===== src/rtl/accel_rb_pkg.sv =====
// Shared definitions for the accelerator result read-back path.
// Provides the streamer state encoding, default bank geometry and the
// helper that sizes the word index counter.
package accel_rb_pkg;

  localparam int RB_NUM_WORDS = 8;
  localparam int RB_DW        = 32;

  typedef enum logic [1:0] {
    ST_IDLE   = 2'd0,
    ST_STREAM = 2'd1,
    ST_DONE   = 2'd2
  } rb_state_e;

  // Width of the word index; never below one bit so the counter always exists.
  function automatic int rb_idx_width(input int num_words);
    return (num_words < 2) ? 1 : $clog2(num_words);
  endfunction

endpackage


===== src/rtl/result_snapshot_bank.sv =====
// Snapshot register bank: NUM_WORDS x DW words captured in parallel on load.
// Ports: clk/rst (async active-low clear), load, din (flat bank),
//        rd_idx -> rd_data (combinational read mux, 0 for out-of-range index).
module result_snapshot_bank
  import accel_rb_pkg::*;
#(
  parameter int NUM_WORDS = RB_NUM_WORDS,
  parameter int DW        = RB_DW,
  parameter int IW        = rb_idx_width(NUM_WORDS)
) (
  input  logic                    clk,
  input  logic                    rst,
  input  logic                    load,
  input  logic [NUM_WORDS*DW-1:0] din,
  input  logic [IW-1:0]           rd_idx,
  output logic [DW-1:0]           rd_data
);

  logic [DW-1:0] mem [NUM_WORDS];

  always_ff @(posedge clk or negedge rst) begin
    if (!rst) begin
      for (int i = 0; i < NUM_WORDS; i++) mem[i] <= '0;
    end else if (load) begin
      for (int i = 0; i < NUM_WORDS; i++) mem[i] <= din[i*DW +: DW];
    end
  end

  // Compare-based mux so non-power-of-two bank sizes never index past the end.
  always_comb begin
    rd_data = '0;
    for (int i = 0; i < NUM_WORDS; i++) begin
      if (rd_idx == IW'(i)) rd_data = mem[i];
    end
  end

endmodule


===== src/rtl/result_readback_streamer.sv =====
// Snapshots the result bank on start and streams it one word per valid/ready
// handshake; busy covers STREAM and DONE, done pulses once after the last word.
// Ports: clk, rst (async active-low), start, res_in, out_* stream, busy, done.
module result_readback_streamer
  import accel_rb_pkg::*;
#(
  parameter int NUM_WORDS = RB_NUM_WORDS,
  parameter int DW        = RB_DW
) (
  input  logic                    clk,
  input  logic                    rst,
  input  logic                    start,
  input  logic [NUM_WORDS*DW-1:0] res_in,
  output logic [DW-1:0]           out_data,
  output logic                    out_valid,
  input  logic                    out_ready,
  output logic                    out_last,
  output logic                    busy,
  output logic                    done
);

  localparam int IW = rb_idx_width(NUM_WORDS);
  localparam logic [IW-1:0] IDX_LAST = IW'(NUM_WORDS - 1);

  rb_state_e     state_q, state_nxt;
  logic [IW-1:0] idx_q, idx_nxt, idx_inc;
  logic [DW-1:0] out_data_nxt;
  logic          out_valid_nxt, out_last_nxt, busy_nxt, done_nxt;
  logic          load;
  logic          xfer, at_last;
  logic [DW-1:0] bank_rd_data;

  assign xfer    = out_valid & out_ready;
  assign at_last = (idx_q == IDX_LAST);
  assign idx_inc = idx_q + IW'(1);

  // The bank is read one word ahead so the registered out_data can be
  // refreshed on the same edge that completes the current transfer.
  result_snapshot_bank #(
    .NUM_WORDS (NUM_WORDS),
    .DW        (DW),
    .IW        (IW)
  ) u_bank (
    .clk     (clk),
    .rst     (rst),
    .load    (load),
    .din     (res_in),
    .rd_idx  (idx_inc),
    .rd_data (bank_rd_data)
  );

  // State and registered outputs.
  always_ff @(posedge clk or negedge rst) begin
    if (!rst) begin
      state_q   <= ST_IDLE;
      idx_q     <= '0;
      out_data  <= '0;
      out_valid <= 1'b0;
      out_last  <= 1'b0;
      busy      <= 1'b0;
      done      <= 1'b0;
    end else begin
      state_q   <= state_nxt;
      idx_q     <= idx_nxt;
      out_data  <= out_data_nxt;
      out_valid <= out_valid_nxt;
      out_last  <= out_last_nxt;
      busy      <= busy_nxt;
      done      <= done_nxt;
    end
  end

  // Next-state logic.
  always_comb begin
    state_nxt = state_q;
    case (state_q)
      ST_IDLE:   if (start) state_nxt = ST_STREAM;
      ST_STREAM: if (xfer && at_last) state_nxt = ST_DONE;
      ST_DONE:   state_nxt = ST_IDLE;
      default:   state_nxt = ST_IDLE;
    endcase
  end

  // Next values of the registered outputs and datapath.
  always_comb begin
    idx_nxt       = idx_q;
    out_data_nxt  = out_data;
    out_valid_nxt = out_valid;
    out_last_nxt  = out_last;
    load          = 1'b0;
    case (state_q)
      ST_IDLE: begin
        if (start) begin
          // The bank loads on this same edge, so word 0 is taken straight
          // from the live inputs rather than from the bank.
          load          = 1'b1;
          idx_nxt       = '0;
          out_valid_nxt = 1'b1;
          out_data_nxt  = res_in[DW-1:0];
          out_last_nxt  = 1'b0;
        end
      end
      ST_STREAM: begin
        if (xfer) begin
          if (at_last) begin
            out_valid_nxt = 1'b0;
            out_last_nxt  = 1'b0;
            out_data_nxt  = '0;
          end else begin
            idx_nxt      = idx_inc;
            out_data_nxt = bank_rd_data;
            out_last_nxt = (idx_inc == IDX_LAST);
          end
        end
      end
      default: begin
        out_valid_nxt = 1'b0;
        out_last_nxt  = 1'b0;
        out_data_nxt  = '0;
      end
    endcase
    busy_nxt = (state_nxt != ST_IDLE);
    done_nxt = (state_nxt == ST_DONE);
  end

endmodule


===== config.mk =====
export PLATFORM = sky130hd
export DESIGN_NAME = result_readback_streamer
export DESIGN_NICKNAME = d
export VERILOG_FILES = /design/src/rtl/accel_rb_pkg.sv /design/src/rtl/result_snapshot_bank.sv /design/src/rtl/result_readback_streamer.sv
export SDC_FILE = /design/constraint.sdc
export NUM_CORES = 1
export LEC_CHECK = 0
export BUFFER_PORTS_ARGS = -buffer_cell sky130_fd_sc_hd__buf_2
export CAP_MARGIN = 5
export CORE_MARGIN = 2
export CORE_UTILIZATION = 38
export CTS_CLUSTER_SIZE = 16
export DETAILED_ROUTE_END_ITERATION = 10
export PLACE_DENSITY_LB_ADDON = 0.15
export SLEW_MARGIN = 40
export SYNTH_ARGS = -nofsm -noshare
export SYNTH_HDL_FRONTEND = slang
export SYNTH_SLANG_ARGS = --single-unit

===== constraint.sdc =====
create_clock -name clk -period 2.1 [get_ports clk]
set_input_delay 0.21 -clock clk [delete_from_list [all_inputs] [get_ports clk]]
set_output_delay 0.21 -clock clk [all_outputs]
set_load 0.01 [all_outputs]

==> results.sh, run 1 <==
export IMPL_synth_nets=1485
export IMPL_report_final_slew_viol_count=0
export IMPL_end_kind="flip-flop"
export IMPL_min_period_ns=2.01
export IMPL_grt_overflow_total=0
export IMPL_ant_nets=0
export IMPL_cp_arrival_ns=2.45
export IMPL_synth_cells=1219
export IMPL_synth_distinct_cells=39
export IMPL_port_buffers=295
export IMPL_start_kind="flip-flop"
export IMPL_die_y_um=198
export IMPL_start_util=0.388
export IMPL_via_per_inst=5.36
export IMPL_design_area_um2=20500
export IMPL_reg2reg_slack_ns=0.09
export IMPL_cts_sinks=297
export IMPL_min_period_over_period=0.957
export IMPL_cts_made_buffers=36
export IMPL_finClkSkew_ns=0.0147
export IMPL_clk_latency_ns=0.53
export IMPL_wl_per_cell_um=21.1
export IMPL_reg2reg_from="idx_q[0]"
export IMPL_vias=12100
export IMPL_ys_warnings_count=0
export IMPL_synth_largest_area_cell="dfrtp_1"
export IMPL_clockBufferDepth=3
export IMPL_track_usage=0.241
export IMPL_clock_fmax_ghz=0.498
export IMPL_tightest_slew_ns=0.730
export IMPL_worstSetupStartpoint="idx_q[0]"
export IMPL_crit_path_max_fanout=8
export IMPL_synth_edf_count=0
export IMPL_grt_start_max_net_pins=72
export IMPL_antenna_found_initial=3
export IMPL_maxCapViolations=0
export IMPL_hold_ws_ns=0.0485
export IMPL_hold_class="primary input to flip-flop"
export IMPL_placementRows=70
export IMPL_r2r_end="out_data[22]"
export IMPL_path_class="flip-flop to flip-flop"
export IMPL_tns_ns=0
export IMPL_grt_pass1_vias=12700
export IMPL_gp_congestion=0.814
export IMPL_p_leak_nw=9.29
export IMPL_design_core_area_um2=36800
export IMPL_busiest_layer="met2"
export IMPL_synthFlopType="dfrtp_1"
export IMPL_syn_avg_cell_area_um2=11.7
export IMPL_r2r_cells=8
export IMPL_yosysTopAreaCellShare=0.521
export IMPL_ys_ff_latch=297
export IMPL_setup_violations_final=0
export IMPL_min_path_cells=4
export IMPL_grtUsageMet1=0.324
export IMPL_io_pin_count=296
export IMPL_vdd_drop_max_mv=0.660
export IMPL_min_from="out_ready"
export IMPL_tritoncts="built"
export IMPL_min_delay_worst_endpoint="out_valid"
export IMPL_cts_root_buffer="clkbuf_16"
export IMPL_postRouteWirelength_um=47600
export IMPL_grt_pass1_wl_um=72600
export IMPL_slew_headroom=0.512
export IMPL_drc_errors=0
export IMPL_ys_async_sr_fraction=1.00
export IMPL_syn2layout_area_growth_pct=43.7
export IMPL_cp_required_ns=2.54
export IMPL_use_met3=0.0373
export IMPL_met2_usage=0.405
export IMPL_die_x_um=198
export IMPL_cts_max_level=2
export IMPL_syn_area_um2=14300
export IMPL_drtIter0Drc=681
export IMPL_post_dp_hpwl_um=30400
export IMPL_firstDrtPassIters=6
export IMPL_p_per_area_nw_per_um2=1390
export IMPL_finalHoldViolCount=0
export IMPL_utilization=0.558
export IMPL_path_clk_slew_ns=0.06
export IMPL_drive_above_1_share=0.367
export IMPL_synth_area_top_cells="dfrtp_1, mux2_2, o21ai_0"
export IMPL_dieArea_um2=39100
export IMPL_rsz0062_at_grt="no"
export IMPL_place_area_um2=16700
export IMPL_final_nets=2029
export IMPL_status="finished, final reports clean"
export IMPL_ys_seq_area_frac=0.521
sequential cells by signal, indices dropped and copies added (netlist names):
signal and count:
idx_q 3, out_data 32, state_q 2, out_last 1, u_bank.mem 256, busy 1
out_valid 1, done 1
power breakdown:
group	leakage [nW]	switching [W]	total [W]	internal (W)
logic	5.08	0.00623	0.0125	0.00624
clock network	0.567	0.00244	0.00603	0.00359
registers	3.65	0.00155	0.0100	0.00850
total	9.29	0.0102	0.0285	0.0183
layout make-up:
class,count,area (µm²)
antenna,2,5.00
clock buffer,56,1100
clock inverter,7,42.5
fill,3078,16300
inverter,34,128
multi-input combinational,776,6240
sequential,297,7430
tap,468,586
timing repair buffer,618,4980
worst max-delay path by stage:
stage,endpoint,slack (ns),cells after the start
3_5_place_dp,out_data[5],-0.06,7
6_report,out_data[22],0.09,8
3_3_place_gp,out_data[16],0.04,7
5_1_grt,out_data[18],0.004,7
2_1_floorplan,out_data[0],0.004,9
4_1_cts,out_data[12],0.03,7
cells in the final DEF, fill, tap and decap left out, drive strengths merged, types with 2 or more instances in the layout:
cell type / instances
buf: 358
a21oi: 33
nand3: 2
clkinv: 5
a211o: 33
nor3b: 32
nand3b: 33
clkbuf: 57
ha: 6
o31ai: 32
dlygate4sd3: 258
nor2: 6
nand2b: 33
nand2: 67
diode: 2
mux2: 224
a22oi: 32
a32oi: 32
a221oi: 32
nor2b: 36
and2: 2
o21ai: 97
dfrtp: 297
inv: 36
a21o: 32
through the flow:
step	instances	power (W)	setup WS, ns
after detailed placement	1930	0.0220	-0.0623
after CTS	2254	0.0286	0.0291
final	2258	0.0285	0.0905
after floorplan	1219	0.0174	0.00397
after global placement	1930	0.0217	0.0376
after global routing	2258	0.0304	0.00383
Yosys cell counts, types with 2 or more instances:
cell and count:
a21o_1 32, buf_4 12, a221oi_1 32, o21ai_1 6, clkbuf_1 67, nor2b_1 36
a32oi_1 32, a22oi_1 32, o31ai_1 32, ha_1 6, nand2_1 67, nor3b_1 32
mux2_2 224, o21ai_0 91, nand3_1 2, buf_1 2, nor2_1 5, a211o_1 33
dfrtp_1 297, nand3b_1 33, nand2b_1 33, a21oi_1 33, and2_1 2, inv_1 34
buf_2 21, buf_6 10
per-layer routing:
| metal | wire length (µm) | vias up | share of wire |
|---|---|---|---|
| li1 | - | 5534 | - |
| met3 | 2590 | 73 | 0.054 |
| met5 | 11 | - | 0.00023 |
| met2 | 23000 | 360 | 0.48 |
| met4 | 965 | 2 | 0.020 |
| met1 | 21000 | 6125 | 0.44 |
timing repair:
item                       CTS  global route
hold buffers               258             0
pin swaps                    0             5
resized for setup            5             3
setup endpoints to repair   22            30
hold endpoints to repair   319             0
gates cloned                 1             0
setup buffers                2             2
cell families after synthesis:
group,Yosys count,share of synthesized area
buffers and inverters,146,0.0486
AO/OA/AOI/OAI,330,0.161
flip-flops,297,0.521
adder cells (fa/ha/maj),6,0.00526
AND/OR/NAND/NOR,216,0.0878
multiplexers,224,0.177
critical path: stages, from the launching register on:
cell and delay, ns:
dfrtp_1 0.41, ha_2 0.20, ha_4 0.24, buf_4 0.16, nand2_4 0.09, bufbuf_16 0.29
o21ai_0 0.08, a211o_1 0.30, a32oi_1 0.15
No activity file was read; power rests on OpenSTA's default activity.
==> run 2: changes to the inputs <==
- CORE_UTILIZATION: 38 -> 50
==> results.sh, run 2 (synthesis gave the netlist of run 1 again) <==
export IMPL_status="finished, final reports clean"
export IMPL_drive_above_1_share=0.376
export IMPL_report_final_slew_viol_count=0
export IMPL_vias=12500
export IMPL_crit_top_cell="buf_4"
export IMPL_port_buffers=295
export IMPL_final_nets=2040
export IMPL_fillCellCount=1857
export IMPL_drc_errors=0
export IMPL_power_internal_w=0.0181
export IMPL_post_dp_hpwl_um=28100
export IMPL_end_kind="flip-flop"
export IMPL_cts_made_buffers=35
export IMPL_top_register="u_bank.mem"
export IMPL_p_per_area_nw_per_um2=1390
export IMPL_placementRows=61
export IMPL_maxCapViolations=0
export IMPL_path_clk_slew_ns=0.06
export IMPL_cts_max_level=2
export IMPL_design_area_um2=20400
export IMPL_top_regs="u_bank.mem: 256 flops, out_data: 32 flops, idx_q: 3 flops"
export IMPL_pwr_share_seq=0.357
export IMPL_dieArea_um2=29900
export IMPL_cp_required_ns=2.50
export IMPL_grt_pass1_vias=13400
export IMPL_cpPeakStageDelay_ns=0.35
export IMPL_start_util=0.511
export IMPL_p_leak_nw=9.25
export IMPL_cts_root_buffer="clkbuf_16"
export IMPL_syn2layout_area_growth_pct=42.8
export IMPL_path_class="flip-flop to flip-flop"
export IMPL_cp_arrival_ns=2.45
export IMPL_swShare=0.362
export IMPL_wl_per_cell_um=21.4
export IMPL_clockBufferDepth=3
export IMPL_ant_nets=0
export IMPL_tightest_slew_ns=0.507
export IMPL_p_sw_w=0.0103
export IMPL_postRouteWirelength_um=46600
export IMPL_critical_path_cell_chain="buf_4, inv_1, buf_4, ha_4, buf_2, buf_4, nor2b_1, o31ai_2, o21ai_1, a32oi_1"
export IMPL_vdd_drop_max_mv=0.691
export IMPL_place_ws_ns=-0.0870
export IMPL_final_cell_mix="dfrtp_1, buf_2, dlygate4sd3_1"
export IMPL_largest_reg_flops=256
export IMPL_tritoncts="built"
export IMPL_track_usage=0.308
export IMPL_slew_headroom=0.662
export IMPL_grt_pass1_wl_um=73300
export IMPL_design_core_area_um2=27900
export IMPL_setup_violations_final=0
export IMPL_via_per_inst=5.75
export IMPL_place_area_um2=16600
export IMPL_dpl_cell_count=1850
export IMPL_clk_latency_ns=0.52
export IMPL_min_period_over_period=0.979
export IMPL_gp_congestion=0.849
export IMPL_instances_no_fill=2173
export IMPL_cts_sinks=297
export IMPL_hold_class="primary input to flip-flop"
export IMPL_grt_start_max_net_pins=59
export IMPL_grt_overflow_total=0
export IMPL_clkPwrFrac=0.195
export IMPL_antenna_found_initial=4
export IMPL_die_x_um=173
export IMPL_die_y_um=173
export IMPL_hold_ws_ns=0.0414
export IMPL_start_kind="flip-flop"
export IMPL_drtIter0Drc=1004
export IMPL_io_pin_count=296
export IMPL_pwr_share_comb=0.448
export IMPL_utilization=0.730
export IMPL_rsz0062_at_grt="yes"
export IMPL_reg2reg_slack_ns=0.04
export IMPL_min_period_ns=2.06
export IMPL_finClkSkew_ns=0.0308
export IMPL_crit_path_max_fanout=8
export IMPL_setup_slack_ns=0.0438
export IMPL_seq_area_um2=7430
export IMPL_firstDrtPassIters=5
export IMPL_slowest_stage="dfrtp_1"
export IMPL_clock_fmax_ghz=0.486
export IMPL_multi_input_area_um2=6320
export IMPL_finalHoldViolCount=0
-- run 2: cell types whose count changed in the layout (fill, tap and decap cells not counted), moves of 3 or more --
cell      previous run  this run
buf_4               30        45
a221oi_1            31        24
a221oi_2             1         8
clkbuf_8            11         4
o31ai_1             32        26
o31ai_2              0         6
buf_12              31        28
ha_2                 3         0
-- run 2: area by class of cell --
class	instances	share of cell area
Antenna cell	3	0.000368
Timing Repair Buffer	630	0.246
Clock buffer	48	0.0473
Sequential cell	297	0.365
Multi-Input combinational cell	776	0.310
Clock inverter	7	0.00190
Tap cell	378	0.0232
Inverter	34	0.00626
-- run 2: repair_timing --
| item | CTS | global route |
|---|---|---|
| gates cloned | 0 | 0 |
| setup buffers | 3 | 6 |
| setup endpoints to repair | 23 | 26 |
| hold buffers | 256 | 0 |
| pin swaps | 1 | 8 |
| gates resized for setup | 5 | 17 |
| endpoints found under the hold margin | 303 | 0 |
-- run 2: worst max-delay path: cells and delay by family (launching register included) --
family	cells	cell delay, ns
adders and majority gates	1	0.16
DFF	1	0.35
AOI/OAI and AO/OA	3	0.62
buffers and inverters	5	0.66
and+or+nand+nor	1	0.15
-- run 2: power groups by stage --
stage                     combinational [W]  clock (W)  sequential, W
after floorplan                     0.00776          0        0.00967
after global placement               0.0113          0         0.0100
after detailed placement             0.0116          0         0.0101
after CTS                            0.0122    0.00558         0.0100
after global routing                 0.0137    0.00585         0.0104
final                                0.0127    0.00552         0.0101
-- run 2: worst paths after layout --
path | startpoint | cells after the start | end
min in group asynchronous | rst | 2 | u_bank.mem[51]
min | res_in[17] | 2 | u_bank.mem[241]
max reg2reg | idx_q[0] | 10 | out_data[18]
min reg2reg | u_bank.mem[1] | 1 | u_bank.mem[1]
max in group asynchronous | rst | 3 | state_q[0]
max | idx_q[0] | 10 | out_data[18]
-- run 2: routing by layer --
layer / up-vias / global-route usage / wire length [µm]
met1: 6273 / 0.395 / 19000
li1: 5554 / - / -
met4: 2 / 0.121 / 1730
met2: 528 / 0.522 / 23100
met5: - / 0 / 13
met3: 131 / 0.0530 / 2780
-- run 2: metrics by stage --
stage,power [W],TNS [ns]
5_1_grt,0.0299,-0.0832
3_3_place_gp,0.0213,-4.39
4_1_cts,0.0278,0
2_1_floorplan,0.0174,0
3_5_place_dp,0.0217,-0.378
6_report,0.0283,0
==> run 3: changes to the inputs <==
- SETUP_SLACK_MARGIN: not set -> 0.05
==> results.sh, run 3 (synthesis gave the netlist of run 1 again) <==
export IMPL_power_internal_w=0.0189
export IMPL_antenna_found_initial=3
export IMPL_wl_per_cell_um=21.6
export IMPL_placementRows=61
export IMPL_drtIter0Drc=1072
export IMPL_pwr_share_seq=0.343
export IMPL_min_period_over_period=0.956
export IMPL_maxCapViolations=0
export IMPL_cp_required_ns=2.52
export IMPL_grt_overflow_total=0
export IMPL_swShare=0.358
export IMPL_path_clk_slew_ns=0.06
export IMPL_gp_congestion=0.863
export IMPL_track_usage=0.313
export IMPL_firstDrtPassIters=5
export IMPL_die_y_um=173
export IMPL_tritoncts="built"
export IMPL_pwr_share_comb=0.438
export IMPL_setup_violations_final=0
export IMPL_min_period_ns=2.01
export IMPL_cp_arrival_ns=2.42
export IMPL_grtUsageMet1=0.387
export IMPL_reg2reg_slack_ns=0.09
export IMPL_r2r_end="out_data[21]"
export IMPL_vias=12600
export IMPL_start_kind="flip-flop"
export IMPL_p_sw_w=0.0106
export IMPL_tightest_slew_ns=0.533
export IMPL_busiest_layer="met2"
export IMPL_place_area_um2=16600
export IMPL_grt_start_max_net_pins=63
export IMPL_via_per_inst=5.77
export IMPL_cts_max_level=2
export IMPL_path_class="flip-flop to flip-flop"
export IMPL_drive_above_1_share=0.383
export IMPL_grt_pass1_wl_um=74400
export IMPL_met2_usage=0.545
export IMPL_clkPwrFrac=0.218
export IMPL_report_final_slew_viol_count=0
export IMPL_largest_reg_flops=256
export IMPL_cts_root_buffer="clkbuf_16"
export IMPL_min_delay_worst_endpoint="u_bank.mem[233]"
export IMPL_post_dp_hpwl_um=28700
export IMPL_min_path_cells=2
export IMPL_drc_errors=0
export IMPL_hold_ws_ns=0.0202
export IMPL_die_x_um=173
export IMPL_clock_fmax_ghz=0.498
export IMPL_min_from="res_in[9]"
export IMPL_finalHoldViolCount=0
export IMPL_postRouteWirelength_um=47300
export IMPL_io_pin_count=296
export IMPL_top_regs="u_bank.mem: 256 flops, out_data: 32 flops, idx_q: 3 flops"
export IMPL_slew_headroom=0.645
export IMPL_finClkSkew_ns=0.00993
export IMPL_rsz0062_at_grt="yes"
export IMPL_fillCellCount=1908
export IMPL_vdd_drop_max_mv=0.832
export IMPL_p_leak_nw=9.39
export IMPL_top_register="u_bank.mem"
export IMPL_dieArea_um2=29900
export IMPL_reg2reg_from="idx_q[0]"
export IMPL_port_buffers=295
export IMPL_use_met3=0.0565
export IMPL_status="finished, final reports clean"
export IMPL_cts_sinks=297
export IMPL_end_kind="flip-flop"
export IMPL_start_util=0.511
export IMPL_ant_nets=0
export IMPL_final_cell_mix="dfrtp_1, buf_2, dlygate4sd3_1"
export IMPL_crit_path_max_fanout=5
export IMPL_syn2layout_area_growth_pct=44.5
export IMPL_p_per_area_nw_per_um2=1430
export IMPL_design_area_um2=20600
export IMPL_clockBufferDepth=3
export IMPL_r2r_cells=10
export IMPL_hold_class="primary input to flip-flop"
export IMPL_design_core_area_um2=27900
export IMPL_final_nets=2043
export IMPL_clk_latency_ns=0.51
export IMPL_cts_made_buffers=35
export IMPL_grt_pass1_vias=13600
[run 3: cell types whose count changed in the layout (fill, tap and decap cells not counted), moves of 3 or more]
cell       before  now
bufinv_16       0    5
o21ai_0        67   64
a221oi_2        8   11
o31ai_2         6    1
clkbuf_1        9    6
a221oi_1       24   20
o31ai_1        26   31
buf_6           3   10
[run 3: area by class of cell]
type                    count  area (µm²)  share of cell area
clock inverters            15         205             0.00994
repair buffers            633        5050               0.245
flip-flops and latches    297        7430               0.360
diodes                      4        10.0            0.000485
well taps                 378         473              0.0229
clock buffers              48        1020              0.0493
inverters                  34         128             0.00619
multi-input cells         776        6320               0.306
[run 3: per-layer routing]
metal,wire [µm],up-vias
met5,0,-
met4,1640,0
met3,2980,123
met2,23900,535
met1,18800,6363
li1,-,5581
[run 3: timing repair]
item | 4_1_cts | 5_1_grt
pin swaps | 1 | 8
gates resized for setup | 1 | 36
endpoints found under the hold margin | 307 | 0
gates cloned | 0 | 0
setup buffers | 1 | 9
setup endpoints to repair | 29 | 32
hold buffers | 254 | 0
[run 3: worst max-delay path by stage]
stage	start	end	slack [ns]	cells past startpoint
floorplan	idx_q[0]	out_data[0]	0.07	9
global placement	idx_q[0]	out_data[19]	0.003	7
detailed placement	idx_q[0]	out_data[13]	-0.06	7
CTS	idx_q[0]	out_data[13]	0.05	7
global route	idx_q[0]	out_data[11]	-0.008	9
finish	idx_q[0]	out_data[21]	0.09	10
[run 3: power by group through the flow]
| stage | logic (W) | clock network [W] | registers, W |
|---|---|---|---|
| after detailed placement | 0.0116 | 0 | 0.0101 |
| final | 0.0129 | 0.00645 | 0.0101 |
| after floorplan | 0.00778 | 0 | 0.00968 |
| after global routing | 0.0139 | 0.00679 | 0.0104 |
| after CTS | 0.0121 | 0.00650 | 0.0100 |
| after global placement | 0.0113 | 0 | 0.0100 |
[run 3: worst max-delay path, cell delays in order (launching register included)]
cell,delay (ns)
dfrtp_1,0.38
buf_4,0.16
inv_2,0.09
ha_4,0.20
buf_2,0.18
buf_4,0.13
buf_4,0.09
a21oi_1,0.06
a221oi_1,0.27
o21ai_1,0.15
a32oi_1,0.22
[run 3: through the flow]
stage | TNS (ns) | total power (W) | std cells | utilization | setup WS, ns
final | 0 | 0.0295 | 2185 | 0.739 | 0.0929
after global routing | -0.00792 | 0.0311 | 2184 | 0.739 | -0.00792
after CTS | 0 | 0.0286 | 2172 | 0.730 | 0.0528
after detailed placement | -0.203 | 0.0218 | 1854 | 0.595 | -0.0622
after global placement | 0 | 0.0214 | 1854 | 0.595 | 0.00300
after floorplan | 0 | 0.0175 | 1219 | - | 0.0726
